### src/rtl/pmu_batch_sequencer.sv
// Host-side batch sequencer for the lane-parallel PMU wrapper: serial operand load, compute
// trigger, then serial readout re-emitted as a tagged valid/ready result stream.
module pmu_batch_sequencer #(
   parameter  int NUM_LANES  = 240,
   parameter  int DATA_WIDTH = 16,
   parameter  int PMU_LAT    = 2,
   localparam int LW         = $clog2(NUM_LANES)
) (
   input  logic                  clk,
   input  logic                  rst,
   input  logic                  s_valid,
   output logic                  s_ready,
   input  logic [DATA_WIDTH-1:0] s_a,
   input  logic [DATA_WIDTH-1:0] s_b,
   output logic                  pmu_rst,
   output logic                  pmu_load_en,
   output logic [DATA_WIDTH-1:0] pmu_dinA,
   output logic [DATA_WIDTH-1:0] pmu_dinB,
   output logic                  pmu_compute_start,
   output logic                  pmu_read_en,
   input  logic [DATA_WIDTH:0]   pmu_dout,
   input  logic                  pmu_valid,
   input  logic                  pmu_done,
   output logic                  m_valid,
   input  logic                  m_ready,
   output logic [DATA_WIDTH:0]   m_data,
   output logic [LW-1:0]         m_index,
   output logic                  m_last,
   output logic                  busy,
   output logic                  err
);

   localparam int KW = $clog2(NUM_LANES + 1);
   localparam int SW = (PMU_LAT > 1) ? $clog2(PMU_LAT + 1) : 1;
   localparam logic [KW-1:0] K_LAST      = KW'(NUM_LANES - 1);
   localparam logic [SW-1:0] SETTLE_LAST = SW'(PMU_LAT - 1);

   typedef enum logic [2:0] {
      S_IDLE, S_CLEAR, S_LOAD, S_SETTLE, S_COMPUTE, S_WAIT, S_READ
   } state_t;

   state_t                state_q, state_d;
   logic [KW-1:0]         k_q, k_d;
   logic [SW-1:0]         settle_q, settle_d;
   logic                  m_valid_q, m_valid_d;
   logic [DATA_WIDTH:0]   m_data_q, m_data_d;
   logic [LW-1:0]         m_index_q, m_index_d;
   logic                  m_last_q, m_last_d;
   logic                  err_q, err_d;
   logic                  slot_free;
   logic                  k_is_last;

   assign slot_free   = !m_valid_q || m_ready;
   assign k_is_last   = (k_q == K_LAST);
   assign pmu_rst     = rst || (state_q == S_CLEAR);
   assign pmu_load_en = s_valid && s_ready;
   assign pmu_dinA    = s_a;
   assign pmu_dinB    = s_b;
   assign busy        = (state_q != S_IDLE);
   assign m_valid     = m_valid_q;
   assign m_data      = m_data_q;
   assign m_index     = m_index_q;
   assign m_last      = m_last_q;
   assign err         = err_q;

   always_comb begin
      state_d           = state_q;
      k_d               = k_q;
      settle_d          = settle_q;
      m_valid_d         = m_valid_q;
      m_data_d          = m_data_q;
      m_index_d         = m_index_q;
      m_last_d          = m_last_q;
      err_d             = err_q;
      s_ready           = 1'b0;
      pmu_compute_start = 1'b0;
      pmu_read_en       = 1'b0;

      // Output slot drains independently of the FSM; a READ load below overrides this.
      if (m_ready) m_valid_d = 1'b0;

      case (state_q)
         S_IDLE: begin
            if (s_valid) state_d = S_CLEAR;
         end
         S_CLEAR: begin
            k_d     = '0;
            state_d = S_LOAD;
         end
         S_LOAD: begin
            s_ready = 1'b1;
            if (s_valid) begin
               if (k_is_last) begin
                  k_d      = '0;
                  settle_d = '0;
                  state_d  = (PMU_LAT == 0) ? S_COMPUTE : S_SETTLE;
               end else begin
                  k_d = k_q + 1'b1;
               end
            end
         end
         S_SETTLE: begin
            if (settle_q == SETTLE_LAST) state_d = S_COMPUTE;
            else                         settle_d = settle_q + 1'b1;
         end
         S_COMPUTE: begin
            pmu_compute_start = 1'b1;
            state_d           = S_WAIT;
         end
         S_WAIT: begin
            if (pmu_valid) state_d = S_READ;
         end
         S_READ: begin
            if (slot_free) begin
               m_valid_d = 1'b1;
               m_data_d  = pmu_dout;
               m_index_d = k_q[LW-1:0];
               m_last_d  = k_is_last;
               if ((pmu_done != k_is_last) || !pmu_valid) err_d = 1'b1;
               // The wrapper pointer must not run past the final lane.
               if (k_is_last) begin
                  k_d     = '0;
                  state_d = S_IDLE;
               end else begin
                  pmu_read_en = 1'b1;
                  k_d         = k_q + 1'b1;
               end
            end
         end
         default: state_d = S_IDLE;
      endcase
   end

   always_ff @(posedge clk) begin
      if (rst) begin
         state_q   <= S_IDLE;
         k_q       <= '0;
         settle_q  <= '0;
         m_valid_q <= 1'b0;
         m_data_q  <= '0;
         m_index_q <= '0;
         m_last_q  <= 1'b0;
         err_q     <= 1'b0;
      end else begin
         state_q   <= state_d;
         k_q       <= k_d;
         settle_q  <= settle_d;
         m_valid_q <= m_valid_d;
         m_data_q  <= m_data_d;
         m_index_q <= m_index_d;
         m_last_q  <= m_last_d;
         err_q     <= err_d;
      end
   end

endmodule

### config.mk
export PLATFORM = sky130hd
export DESIGN_NAME = pmu_batch_sequencer
export DESIGN_NICKNAME = d
export VERILOG_FILES = /design/src/rtl/pmu_batch_sequencer.sv
export SDC_FILE = /design/constraint.sdc
export NUM_CORES = 1
export LEC_CHECK = 0
export CAP_MARGIN = 10
export CELL_PAD_IN_SITES_DETAIL_PLACEMENT = 0
export CELL_PAD_IN_SITES_GLOBAL_PLACEMENT = 2
export CORE_ASPECT_RATIO = 1.2
export CORE_MARGIN = 2
export CORE_UTILIZATION = 19
export CTS_BUF_LIST = sky130_fd_sc_hd__clkbuf_8 sky130_fd_sc_hd__clkbuf_16
export CTS_CLUSTER_DIAMETER = 50
export DETAILED_ROUTE_END_ITERATION = 12
export HOLD_SLACK_MARGIN = 0.03
export PLACE_DENSITY_LB_ADDON = 0.1
export SYNTH_ARGS = -nofsm -noshare
export SYNTH_HDL_FRONTEND = slang
export SYNTH_SLANG_ARGS = --single-unit
### constraint.sdc
create_clock -name clk -period 1.9 [get_ports clk]
set_input_delay 0.38 -clock clk [delete_from_list [all_inputs] [get_ports clk]]
set_output_delay 0.38 -clock clk [all_outputs]
set_load 0.01 [all_outputs]
==> impl_metrics.tcl <==
set metrics [dict create \
    status "complete, no violations" \
    startpoint "s_valid" \
    async_flop_share_pct 0 \
    numClockSinks 41 \
    setup_ws_ns 0.0481 \
    grt_pass1_wl_um 9070 \
    yosys.area_share.adder_pct 1.25 \
    antenna_found_initial 0 \
    slew_headroom_pct 71.5 \
    h-tree-depth 2 \
    arrival_ns 2.06 \
    io-pin-count 121 \
    final_cell_area_mm2 0.00285 \
    ys_ff_latch 41 \
    synth_compound_area_share_pct 16.8 \
    netlist.area_leader.share_pct 41.1 \
    place_congestion 0.679 \
    netlist_instances 253 \
    worstPathMaxFanout 12 \
    syn_area_mm2 0.00200 \
    io_buffer_count 56 \
    die_area_mm2 0.0114 \
    worst_slew_pin_slew_ns 0.428 \
    syn_area_per_cell_um2 7.90 \
    dp_slack_ns -0.279 \
    cts-hold-fix-buffers 0 \
    end_kind "flip-flop" \
    cp-start-kind "input port" \
    r2r_cells 7 \
    required_ns 2.11 \
    synth_edf_count 0 \
    rows 41 \
    die_h_um 116 \
    via_per_inst 4.18 \
    post_synth_mux_area_share_pct 0 \
    power_density_mw_per_mm2 845 \
    hold_viol 0 \
    slew_viol_final 0 \
    maxCapViolCount 0 \
    synth_area_leaders "dfxtp_1 (41%), buf_4 (12%), nand2_1 (11%), a21oi_1 (9.5%), or3_1 (1.6%)" \
    synth-xor-area-share_pct 0.876 \
    first_pass_iters 4 \
    drt-total-wl_um 5610 \
    post-dp-hpwl_um 3880 \
    nNetsFinal 359 \
    yosys.area.top_type "dfxtp_1" \
    holdWs_ns 0.453 \
    finalCritPeriodShare_pct 97.5 \
    diodes 0 \
    hold_path.class "reg2reg" \
    skew_ns 0.00515 \
    cts-buffers-inserted 5 \
    setup_viol 0 \
    cts-root-buf "clkbuf_16" \
    fmax_mhz 540 \
    whs_path_depth 2 \
    post_drt_wl_per_cell_um 13.0 \
    initialDrtViolationCount 32 \
    crit_type "in2reg" \
    vias 1805 \
    dpl_cell_area_mm2 0.00263 \
    rr_startpoint "state_q[2]" \
    worstSkewPairLatency_ns 0.28 \
    hold_end "m_data[5]" \
    yosysSeqAreaShare_pct 41.1 \
    cts_tree "built" \
    ys_top_cells_by_count "nand2_1 (60), dfxtp_1 (41), a21oi_1 (38)" \
    total_power_mw 2.41 \
    synthSimpleGateAreaFrac_pct 23.7 \
    syn-num-nets 310 \
    coreArea_mm2 0.0104 \
    synth_ff_type "dfxtp_1" \
    rsz0062_at_grt "false" \
    drc 0 \
    yosysMostFrequentCell "nand2_1" \
    yosys_warnings 0 \
    cts_max_path_buffers 2 \
    areaGrowthSynthToFinish_pct 42.7 \
    rrSetupSlack_ns 0.18 \
    grt_start_max_net_pins 36 \
    final.min_clock_period_ns 1.85 \
    timing.rr.end "k_q[5]" \
    clk_pin_slew_ns 0.06 \
    drt.antenna.violating_nets 0 \
    first_global_vias 1814 \
    dieWidth_um 97.6 \
    vdd_ir_drop_max_v 0.000328 \
    overflow 0 \
    hold_start "m_data[5]" \
    leakage_nw 1.02 \
    start_util_pct 19.3 \
    synth.distinct_cells 43 \
    synth_top_family_by_area "simple AND/OR/NAND/NOR gates" \
    drive_gt1_share_pct 16.8 \
    grt_usage_pct 10.1 \
]
cell usage in the layout (no fill, tap or decap), drive strengths merged, types with 2 or more instances in the layout:
cell type	instances
a21oi	38
a311oi	2
and4bb	2
buf	32
clkbuf	7
clkdlybuf4s50	50
dfxtp	41
dlygate4sd2	4
ha	2
inv	8
nand2	60
nand3	6
nor2	7
nor2b	3
nor3	2
o21ai	6
o31ai	3
or3	5
or4	2
flip-flops by register name, summed over array words and instances, names as in the netlist:
register and flops:
err 1, k_q 8, m_data 17, m_index 8
m_last 1, m_valid 1, settle_q 2, state_q 3
cells by family after synthesis:
kind of cell / count (synthesis)
flops: 41
buf+inv: 52
compound gates: 57
simple gates: 99
xor+xnor: 2
fa+ha+maj: 2
layer usage:
metal	vias to the layer above	track usage, %	part of all wire [%]
met1	834	11.7	46
met2	48	17.4	47
met3	7	3.47	5.4
met4	0	4.07	1.6
li1	916	-	-
met5	-	0	0
worst max-delay path, cell delays in order:
cell	delay, ns
clkdlybuf4s50_1	0.49
and4bb_2	0.24
buf_4	0.12
a211oi_4	0.04
buf_12	0.15
or4_1	0.49
a21oi_1	0.14
stage by stage:
stage | std cells | TNS (ns) | util, %
final | 432 | 0 | 27.5
after global routing | 432 | 0 | 27.5
after CTS | 428 | -0.00716 | 27.1
after detailed placement | 419 | -1.81 | 25.4
after global placement | 419 | -1.98 | 25.4
after floorplan | 253 | 0 | -
worst max-delay path by stage:
stage | end | slack (ns) | depth (start not counted)
after floorplan | pmu_read_en | 0.26 | 4
after global placement | pmu_read_en | -0.28 | 5
after detailed placement | pmu_read_en | -0.28 | 5
after CTS | pmu_read_en | -0.007 | 5
after global routing | k_q[5] | 0.001 | 7
final | k_q[5] | 0.05 | 7
final cells by class:
| cell class | instances | area, um^2 |
|---|---|---|
| inverter | 7 | 26.3 |
| clock buffer | 6 | 139 |
| fill | 1170 | 7510 |
| clock inverter | 2 | 33.8 |
| sequential | 41 | 825 |
| tap | 129 | 161 |
| timing repair buffer | 87 | 806 |
| multi-input combinational | 160 | 863 |
power breakdown:
group	switching (mW)	internal [mW]
clock	0.353	0.652
sequential	0.0248	0.888
combinational	0.222	0.272
timing repair:
action                     4_1_cts  5_1_grt
pin swaps                        1        3
setup endpoints to repair        6        6
resized for setup               11        5
buffers inserted                 1        4
Note: power is estimated with default switching activity, not from simulation.
